[src/rtl/buffer_ctrl_pkg.sv]
// Shared definitions for the buffer RAM controllers (FIFO-to-RAM and RAM-to-FIFO).
// Holds the state encoding, the default bus widths and the RAM depth.
package buffer_ctrl_pkg;

    localparam int DEF_DATA_W    = 32;
    localparam int DEF_ADDR_W    = 10;
    localparam int DEF_CNT_W     = 9;
    localparam int DEF_MAX_WORDS = 256;

    // Legacy-compatible state encoding shared by both controllers
    localparam logic [2:0] ST_IDLE  = 3'd0;
    localparam logic [2:0] ST_READ  = 3'd1;
    localparam logic [2:0] ST_WAITQ = 3'd2;
    localparam logic [2:0] ST_PUSH  = 3'd3;
    localparam logic [2:0] ST_DONE  = 3'd4;

endpackage

[src/rtl/write_control_logic_if.sv]
// Control, RAM read port and FIFO write port of the RAM-to-FIFO write controller.
// The master modport is the controller; the slave modport is its environment.
interface write_control_logic_if
    import buffer_ctrl_pkg::*;
#(
    parameter int DATA_W = DEF_DATA_W,
    parameter int ADDR_W = DEF_ADDR_W,
    parameter int CNT_W  = DEF_CNT_W
) ();

    logic              start_i;
    logic              abort_i;
    logic [CNT_W-1:0]  word_count_i;
    logic [DATA_W-1:0] ram_q_i;
    logic              wrfull_i;
    logic              rden_o;
    logic [ADDR_W-1:0] addr_o;
    logic              wrreq_o;
    logic [DATA_W-1:0] data_o;
    logic              busy_o;
    logic              done_o;
    logic [CNT_W-1:0]  words_sent_o;

    modport master (
        input  start_i, abort_i, word_count_i, ram_q_i, wrfull_i,
        output rden_o, addr_o, wrreq_o, data_o, busy_o, done_o, words_sent_o
    );

    modport slave (
        output start_i, abort_i, word_count_i, ram_q_i, wrfull_i,
        input  rden_o, addr_o, wrreq_o, data_o, busy_o, done_o, words_sent_o
    );

endinterface

[src/rtl/write_control_logic.sv]
// Drains words 0..N-1 of the buffer RAM into the FIFO write port, one read outstanding
// at a time, honouring FIFO full and the RAM read latency.
module write_control_logic
    import buffer_ctrl_pkg::*;
#(
    parameter int DATA_W      = DEF_DATA_W,
    parameter int ADDR_W      = DEF_ADDR_W,
    parameter int CNT_W       = DEF_CNT_W,
    parameter int MAX_WORDS   = DEF_MAX_WORDS,
    parameter int RAM_LATENCY = 1
) (
    input  logic                  clk_i,
    input  logic                  reset_i,
    write_control_logic_if.master bus
);

    localparam logic [CNT_W-1:0] C_MAX_CNT = CNT_W'(MAX_WORDS);
    localparam logic [1:0]       C_LAT     = 2'(RAM_LATENCY);

    logic [2:0]        r_state;
    logic [ADDR_W-1:0] r_addr;
    logic [DATA_W-1:0] r_data;
    logic [CNT_W-1:0]  r_words_sent;
    logic [CNT_W-1:0]  r_target;
    logic [1:0]        r_lat_cnt;

    logic [CNT_W-1:0]  w_clamped;
    logic              w_last;
    logic              w_push;

    // Clamping the count keeps addr_o inside the RAM, so it can never wrap.
    assign w_clamped = (bus.word_count_i > C_MAX_CNT) ? C_MAX_CNT : bus.word_count_i;
    assign w_last    = (r_words_sent + CNT_W'(1)) == r_target;

    // NOTE: wrreq is gated combinationally by wrfull_i, so a push into a full FIFO cannot occur.
    assign w_push    = (r_state == ST_PUSH) && !bus.wrfull_i && !bus.abort_i;

    assign bus.rden_o       = (r_state == ST_READ);
    assign bus.wrreq_o      = w_push;
    assign bus.busy_o       = (r_state == ST_READ) || (r_state == ST_WAITQ) || (r_state == ST_PUSH);
    assign bus.done_o       = (r_state == ST_DONE) && !bus.abort_i;
    assign bus.addr_o       = r_addr;
    assign bus.data_o       = r_data;
    assign bus.words_sent_o = r_words_sent;

    // NOTE: all state is updated with non-blocking assignments so every register sees pre-edge values.
    always_ff @(posedge clk_i or posedge reset_i) begin
        if (reset_i) begin
            r_state      <= ST_IDLE;
            r_addr       <= '0;
            r_data       <= '0;
            r_words_sent <= '0;
            r_target     <= '0;
            r_lat_cnt    <= '0;
        end else if (r_state == ST_IDLE) begin
            if (bus.start_i && !bus.abort_i) begin
                r_words_sent <= '0;
                if (bus.word_count_i != '0) begin
                    r_target <= w_clamped;
                    r_addr   <= '0;
                    r_state  <= ST_READ;
                end else begin
                    r_state  <= ST_DONE;
                end
            end
        end else if (bus.abort_i) begin
            r_state <= ST_IDLE;
        end else begin
            case (r_state)
                ST_READ: begin
                    r_lat_cnt <= C_LAT;
                    r_state   <= ST_WAITQ;
                end
                ST_WAITQ: begin
                    if (r_lat_cnt == 2'd1) begin
                        r_data  <= bus.ram_q_i;
                        r_state <= ST_PUSH;
                    end else begin
                        r_lat_cnt <= r_lat_cnt - 2'd1;
                    end
                end
                ST_PUSH: begin
                    if (!bus.wrfull_i) begin
                        r_words_sent <= r_words_sent + CNT_W'(1);
                        if (w_last) begin
                            r_state <= ST_DONE;
                        end else begin
                            r_addr  <= r_addr + ADDR_W'(1);
                            r_state <= ST_READ;
                        end
                    end
                end
                default: r_state <= ST_IDLE;
            endcase
        end
    end

endmodule
[src/flat_wrapper.sv]
// flat-port wrapper written by rule: the top's interface ports become plain ports
module write_control_logic_flat import buffer_ctrl_pkg::*;
#(
    parameter int DATA_W      = DEF_DATA_W,
    parameter int ADDR_W      = DEF_ADDR_W,
    parameter int CNT_W       = DEF_CNT_W,
    parameter int MAX_WORDS   = DEF_MAX_WORDS,
    parameter int RAM_LATENCY = 1
)
  (clk_i, reset_i, bus_start_i, bus_abort_i, bus_word_count_i, bus_ram_q_i, bus_wrfull_i, bus_rden_o, bus_addr_o, bus_wrreq_o, bus_data_o, bus_busy_o, bus_done_o, bus_words_sent_o);
  write_control_logic_if #(.DATA_W(DATA_W), .ADDR_W(ADDR_W), .CNT_W(CNT_W)) bus_i ();
  input  logic clk_i;
  input  logic reset_i;
  input wire logic [$bits(bus_i.start_i)-1:0] bus_start_i;
  input wire logic [$bits(bus_i.abort_i)-1:0] bus_abort_i;
  input wire logic [$bits(bus_i.word_count_i)-1:0] bus_word_count_i;
  input wire logic [$bits(bus_i.ram_q_i)-1:0] bus_ram_q_i;
  input wire logic [$bits(bus_i.wrfull_i)-1:0] bus_wrfull_i;
  output wire logic [$bits(bus_i.rden_o)-1:0] bus_rden_o;
  output wire logic [$bits(bus_i.addr_o)-1:0] bus_addr_o;
  output wire logic [$bits(bus_i.wrreq_o)-1:0] bus_wrreq_o;
  output wire logic [$bits(bus_i.data_o)-1:0] bus_data_o;
  output wire logic [$bits(bus_i.busy_o)-1:0] bus_busy_o;
  output wire logic [$bits(bus_i.done_o)-1:0] bus_done_o;
  output wire logic [$bits(bus_i.words_sent_o)-1:0] bus_words_sent_o;
  assign bus_i.start_i = bus_start_i;
  assign bus_i.abort_i = bus_abort_i;
  assign bus_i.word_count_i = bus_word_count_i;
  assign bus_i.ram_q_i = bus_ram_q_i;
  assign bus_i.wrfull_i = bus_wrfull_i;
  assign bus_rden_o = bus_i.rden_o;
  assign bus_addr_o = bus_i.addr_o;
  assign bus_wrreq_o = bus_i.wrreq_o;
  assign bus_data_o = bus_i.data_o;
  assign bus_busy_o = bus_i.busy_o;
  assign bus_done_o = bus_i.done_o;
  assign bus_words_sent_o = bus_i.words_sent_o;
  write_control_logic #(.DATA_W(DATA_W), .ADDR_W(ADDR_W), .CNT_W(CNT_W), .MAX_WORDS(MAX_WORDS), .RAM_LATENCY(RAM_LATENCY)) u_core (.clk_i(clk_i), .reset_i(reset_i), .bus(bus_i));
endmodule
[config.mk]
export PLATFORM = sky130hd
export DESIGN_NAME = write_control_logic_flat
export DESIGN_NICKNAME = d
export VERILOG_FILES = /design/src/rtl/buffer_ctrl_pkg.sv /design/src/rtl/write_control_logic_if.sv /design/src/rtl/write_control_logic.sv /design/src/flat_wrapper.sv
export SDC_FILE = /design/constraint.sdc
export NUM_CORES = 1
export LEC_CHECK = 0
export ABC_AREA = 1
export BUFFER_PORTS_ARGS = -buffer_cell sky130_fd_sc_hd__clkbuf_2
export CORE_ASPECT_RATIO = 1.2
export CORE_UTILIZATION = 44
export DETAILED_ROUTE_END_ITERATION = 8
export GPL_ROUTABILITY_DRIVEN = 1
export PLACE_DENSITY = 0.74
export SYNTH_ARGS = -nofsm -noshare
export SYNTH_HDL_FRONTEND = slang
export SYNTH_SLANG_ARGS = --single-unit
[constraint.sdc]
create_clock -name clk_i -period 5.3 [get_ports clk_i]
set_input_delay 0.795 -clock clk_i [delete_from_list [all_inputs] [get_ports clk_i]]
set_output_delay 0.795 -clock clk_i [all_outputs]
set_load 0.02 [all_outputs]
==> impl_metrics.env, run 1 <==
export IMPL_cts_buffer_depth=2
export IMPL_p_leak_nw=2.17
export IMPL_finClkSkew_ns=0.0105
export IMPL_rows=34
export IMPL_drive_gt1_frac=0.368
export IMPL_clk_latency_ns=0.34
export IMPL_rsz0062_at_grt="no"
export IMPL_area_growth_synth_to_final_pct=23.1
export IMPL_die_h_um=97.7
export IMPL_dp_hpwl_um=5450
export IMPL_min_period_ns=2.46
export IMPL_die_area_sq_um=7980
export IMPL_cts_sinks=65
export IMPL_core_sq_um=7320
export IMPL_fin_area_sq_um=4130
export IMPL_dr_pass1_iters=4
export IMPL_io_pins=101
export IMPL_synth_area_sq_um=3360
export IMPL_finalMaxSlewViolations=0
export IMPL_htree_num_levels=3
export IMPL_worstPathRequired_ns=4.51
export IMPL_ant_nets=0
export IMPL_crit_type="reg2out"
export IMPL_cts_setup_buffers=0
export IMPL_first_iter_violations=100
export IMPL_slew_headroom=0.545
export IMPL_fmax_mhz=406
export IMPL_hold_viol=0
export IMPL_die_x_um=81.7
export IMPL_grt_max_degree=36
export IMPL_antenna_found_initial=0
export IMPL_yosysWarningCount=0
export IMPL_cts_tree="yes"
export IMPL_finalSetupViolations=0
export IMPL_syn_inst=349
export IMPL_cts_buffers=9
export IMPL_synth_fp_nets=398
export IMPL_critPathLaunchType="flip-flop"
export IMPL_drc=0
export IMPL_cap_violations=0
export IMPL_vias=2752
export IMPL_final_period_utilization=0.465
export IMPL_path_clk_slew_ns=0.07
export IMPL_grt_pass1_vias=2584
export IMPL_yosys_area_top_type="dfrtp_1"
export IMPL_critical_path_peak_fanout=8
export IMPL_antenna_cells=0
export IMPL_hp_class="reg2reg"
export IMPL_ys_ff_latch=65
export IMPL_irDropWorstVdd_uv=190
export IMPL_place_gp_congestion=0.972
export IMPL_wirelength_um=7180
export IMPL_p_per_area_nw_per_um2=442
export IMPL_numPortBuffers=100
export IMPL_tns_ns=0
export IMPL_initial_utilization=0.459
export IMPL_endpoint_kind="primary output"
export IMPL_cts_root_buf="clkbuf_8"
export IMPL_avgRoutedWirePerCell_um=13.1
export IMPL_grt_use_total=0.193
export IMPL_ys_seq_area_frac=0.485
export IMPL_grt_pass1_wl_um=11600
export IMPL_ys_top_cells_by_area="dfrtp_1, mux2_2, nand2_1"
export IMPL_status="complete, no violations"
export IMPL_overflow=0
export IMPL_cts_resized_gates=0
export IMPL_yosys_area_top_type_share=0.485
export IMPL_final_nets=503
export IMPL_via_per_inst=5.01
export IMPL_cts_hold_buf=0
export IMPL_synth_cell_types=38
export IMPL_tightest_slew_ns=0.681
export IMPL_dpl_cell_area_sq_um=3920
export IMPL_arrival_ns=1.67
export IMPL_avgSynthCellArea_sq_um=9.62
==> through the flow <==
step | total power [W] | hold WS, ns | util | setup slack, ns | instances
CTS | 0.00185 | 0.499 | 0.564 | 2.84 | 549
global placement | 0.00136 | 0.476 | 0.536 | 2.89 | 533
floorplan | 0.00119 | 0.486 | - | 2.88 | 349
detailed placement | 0.00139 | 0.483 | 0.536 | 2.87 | 533
finish | 0.00182 | 0.491 | 0.564 | 2.84 | 549
global route | 0.00195 | 0.523 | 0.564 | 2.75 | 549
==> worst paths after layout <==
kind                                                   startpoint                                end  slack (ns)  cells past startpoint
worst max register to register      u_core.r_state[0]$_DFFE_PP0P_  u_core.bus.data_o[11]$_DFFE_PP0P_        3.06                      7
worst min register to register  u_core.bus.data_o[16]$_DFFE_PP0P_  u_core.bus.data_o[16]$_DFFE_PP0P_        0.49                      1
max in group asynchronous                                 reset_i   u_core.bus.addr_o[7]$_DFFE_PP0P_        3.91                      3
worst max-delay path                u_core.r_state[2]$_DFFE_PP0P_                        bus_wrreq_o        2.84                      4
min in group asynchronous                                 reset_i   u_core.bus.data_o[3]$_DFFE_PP0P_        0.54                      2
worst min-delay path            u_core.bus.data_o[16]$_DFFE_PP0P_  u_core.bus.data_o[16]$_DFFE_PP0P_        0.49                      1
==> per-layer routing <==
metal / wire length, um / part of all wire / GRT usage / up-vias
met4: 127 / 0.018 / 0.0918 / 0
met5: 0 / 0 / 0 / -
met2: 3480 / 0.49 / 0.313 / 95
li1: - / - / - / 1389
met3: 436 / 0.061 / 0.0404 / 10
met1: 3130 / 0.44 / 0.240 / 1258
==> critical path, stage by stage (launching register included) <==
cell	delay, ns
dfrtp_1	0.44
nor2_1	0.15
nand2_1	0.10
nor3_4	0.37
clkbuf_2	0.25
==> cells by family after synthesis <==
| kind of cell | share of synthesized area |
|---|---|
| AO/OA/AOI/OAI | 0.0597 |
| adder cells (fa/ha/maj) | 0.0112 |
| XOR/XNOR | 0.0310 |
| flip-flops | 0.485 |
| AND/OR/NAND/NOR | 0.248 |
| buffers and inverters | 0.0578 |
| multiplexers | 0.107 |
==> where the power goes <==
group / switching, W / total, W / internal (W)
Combinational: 0.000424 / 0.000665 / 0.000241
Clock: 0.000187 / 0.000450 / 0.000262
Sequential: 0.0000890 / 0.000709 / 0.000620
Total: 0.000701 / 0.00182 / 0.00112
==> Yosys cell counts, drive strengths merged <==
library cell and count:
o21ai 20, xnor2 3, nand3 42, a21oi 4, nor2 29, xor2 8, inv 34, a22o 1
buf 7, nand4 15, nor4 1, dfrtp 65, ha 3, nand2 69, and2 1, o21bai 2
o21a 3, nor3b 1, or2 1, nor3 4, mux2 32, o22ai 3, clkbuf 1
==> state kept, by name, summed over array words and instances (netlist names) <==
register                 flops
u_core.bus.data_o           32
u_core.bus.addr_o           10
u_core.bus.words_sent_o      9
u_core.r_state               3
u_core.r_lat_cnt             2
u_core.r_target              9
==> layout by cell type (no fill, tap or decap), types with 2 or more instances in the layout <==
cell | synthesis | routed
nand3_1 | 37 | 37
inv_1 | 31 | 30
clkinv_2 | 0 | 3
nor2_1 | 21 | 21
dfrtp_1 | 65 | 65
inv_2 | 2 | 3
nor2_4 | 5 | 5
mux2_1 | 8 | 8
nor2_2 | 3 | 3
xnor2_1 | 3 | 3
nand4_1 | 14 | 14
nand2_1 | 65 | 65
o21a_1 | 3 | 3
mux2_2 | 24 | 24
bufinv_16 | 0 | 2
clkbuf_2 | 0 | 100
buf_4 | 5 | 2
ha_1 | 3 | 3
nand2_2 | 4 | 4
clkbuf_8 | 0 | 9
nand3_2 | 4 | 4
xor2_1 | 7 | 7
nor3_1 | 3 | 3
o21ai_1 | 3 | 3
o21ai_0 | 17 | 17
o22ai_1 | 3 | 3
a21oi_1 | 3 | 3
==> area by class of cell <==
class | instances | area [sq um]
clock buffer | 10 | 128
clock inverter | 6 | 82.6
fill | 662 | 3190
inverter | 34 | 130
multi-input combinational | 242 | 1540
sequential | 65 | 1630
tap | 90 | 113
timing repair buffer | 102 | 515
Note: power is estimated with default switching activity, not from simulation.
==> run 2: changes to the inputs <==
--- a/config.mk
+++ b/config.mk
@@ -11,7 +11,7 @@
 export CORE_UTILIZATION = 44
 export DETAILED_ROUTE_END_ITERATION = 8
 export GPL_ROUTABILITY_DRIVEN = 1
-export PLACE_DENSITY = 0.74
+export PLACE_DENSITY = 0.77
 export SYNTH_ARGS = -nofsm -noshare
 export SYNTH_HDL_FRONTEND = slang
 export SYNTH_SLANG_ARGS = --single-unit
==> constraint.sdc (replaced) <==
create_clock -name clk_i -period 2.2 [get_ports clk_i]
set_input_delay 0.33 -clock clk_i [delete_from_list [all_inputs] [get_ports clk_i]]
set_output_delay 0.33 -clock clk_i [all_outputs]
set_load 0.02 [all_outputs]
==> impl_metrics.env, run 2 (same netlist as run 1, synthesis figures left out) <==
export IMPL_dp_hpwl_um=5530
export IMPL_antenna_found_initial=0
export IMPL_avgRoutedWirePerCell_um=13.2
export IMPL_p_leak_nw=2.20
export IMPL_grt_use_total=0.196
export IMPL_overflow=0
export IMPL_final_cell_mix="clkbuf_2, nand2_1, dfrtp_1"
export IMPL_multi_input_area_sq_um=1540
export IMPL_critPathLaunchType="flip-flop"
export IMPL_drive_gt1_frac=0.375
export IMPL_cap_violations=0
export IMPL_finalMaxSlewViolations=0
export IMPL_rows=34
export IMPL_arrival_ns=2.24
export IMPL_die_area_sq_um=7980
export IMPL_fillCellCount=632
export IMPL_final_nets=505
export IMPL_cts_setup_buffers=0
export IMPL_endpoint_kind="flip-flop"
export IMPL_via_per_inst=5.08
export IMPL_largest_reg_flops=32
export IMPL_fmax_mhz=510
export IMPL_final_common_cell="clkbuf_2"
export IMPL_ant_nets=0
export IMPL_die_x_um=81.7
export IMPL_final_period_utilization=0.891
export IMPL_irDropWorstVdd_uv=482
export IMPL_first_iter_violations=65
export IMPL_cts_sinks=65
export IMPL_dp_cells=535
export IMPL_dpl_cell_area_sq_um=3960
export IMPL_initial_utilization=0.459
export IMPL_hold_viol=0
export IMPL_finClkSkew_ns=0.00770
export IMPL_vias=2800
export IMPL_hp_class="in2async"
export IMPL_min_period_ns=1.96
export IMPL_tightest_slew_ns=0.353
export IMPL_htree_num_levels=3
export IMPL_cts_tree="yes"
export IMPL_p_per_area_nw_per_um2=1060
export IMPL_core_sq_um=7320
export IMPL_area_growth_synth_to_final_pct=24.7
export IMPL_cts_buffers=9
export IMPL_drc=0
export IMPL_worstPathRequired_ns=2.48
export IMPL_path_clk_slew_ns=0.07
export IMPL_final_cells=551
export IMPL_grt_pass1_vias=2659
export IMPL_p_total_w=0.00445
export IMPL_cts_buffer_depth=2
export IMPL_grt_pass1_wl_um=11900
export IMPL_wirelength_um=7260
export IMPL_cts_root_buf="clkbuf_8"
export IMPL_rsz0062_at_grt="no"
export IMPL_dr_pass1_iters=4
export IMPL_status="complete, no violations"
export IMPL_final_seq_area_sq_um=1630
export IMPL_place_gp_congestion=0.987
export IMPL_clk_latency_ns=0.34
export IMPL_fin_area_sq_um=4190
export IMPL_grt_max_degree=66
export IMPL_numPortBuffers=100
export IMPL_die_h_um=97.7
export IMPL_critical_path_peak_fanout=10
export IMPL_finalSetupViolations=0
export IMPL_tns_ns=0
export IMPL_io_pins=101
export IMPL_antenna_cells=0
export IMPL_crit_type="reg2reg"
export IMPL_slew_headroom=0.763
[run 2: changes by cell type in the layout (fill, tap and decap cells not counted), sizes merged]
cell and delta:
clkbuf +1, buf +2, clkinvlp -1
[run 2: path summary, 6_finish.rpt]
| check | endpoint | depth (start not counted) | slack [ns] | start |
|---|---|---|---|---|
| setup / recovery | u_core.bus.addr_o[0]$_DFFE_PP0P_ | 11 | 0.24 | u_core.bus.words_sent_o[1]$_DFFE_PP0P_ |
| hold / removal | u_core.bus.words_sent_o[0]$_DFFE_PP0P_ | 3 | 0.04 | reset_i |
| setup reg to reg | u_core.bus.addr_o[0]$_DFFE_PP0P_ | 11 | 0.24 | u_core.bus.words_sent_o[1]$_DFFE_PP0P_ |
| hold reg to reg | u_core.bus.data_o[16]$_DFFE_PP0P_ | 1 | 0.49 | u_core.bus.data_o[16]$_DFFE_PP0P_ |
| max in group asynchronous | u_core.bus.addr_o[4]$_DFFE_PP0P_ | 3 | 1.88 | reset_i |
| min in group clk_i | u_core.bus.data_o[6]$_DFFE_PP0P_ | 2 | 0.21 | bus_ram_q_i[6] |
[run 2: what timing repair did]
action | in CTS | in global routing
hold buffers | 0 | 0
resized for setup | 0 | 2
endpoints found under the setup margin | 0 | 12
endpoints found under the hold margin | 0 | 0
[run 2: final cells by class]
cell class	instances	share of cell area
sequential	65	0.389
clock inverter	5	0.0188
clock buffer	11	0.0338
inverter	34	0.0311
multi-input combinational	242	0.368
timing repair buffer	104	0.133
tap	90	0.0269
[run 2: power breakdown]
part | switching [W] | internal, W | total, W
Combinational | 0.00102 | 0.000602 | 0.00163
Sequential | 0.000213 | 0.00150 | 0.00171
Clock | 0.000449 | 0.000667 | 0.00112
Total | 0.00169 | 0.00277 | 0.00445
[run 2: critical path: stages, from the launching register on]
cell and delay (ns):
dfrtp_1 0.43, ha_1 0.25, nand3_1 0.17, o21bai_2 0.20
nand2_1 0.10, nand2_1 0.09, nand2_1 0.08, inv_1 0.09
nand4_4 0.18, nand3_4 0.17, nand2_1 0.07, nand2_1 0.06
[run 2: routing by layer]
metal | global-route usage | wire length [um] | vias up
met5 | 0 | 0 | -
met1 | 0.232 | 3080 | 1279
li1 | - | - | 1393
met3 | 0.0516 | 523 | 16
met2 | 0.326 | 3500 | 112
met4 | 0.0823 | 154 | 0
[run 2: stage by stage]
stage,util,hold slack [ns],setup WS (ns)
floorplan,-,0.440,0.244
global placement,0.541,0.407,0.274
detailed placement,0.541,0.421,0.203
CTS,0.571,0.0470,0.145
global route,0.572,0.0624,0.0345
finish,0.572,0.0430,0.240
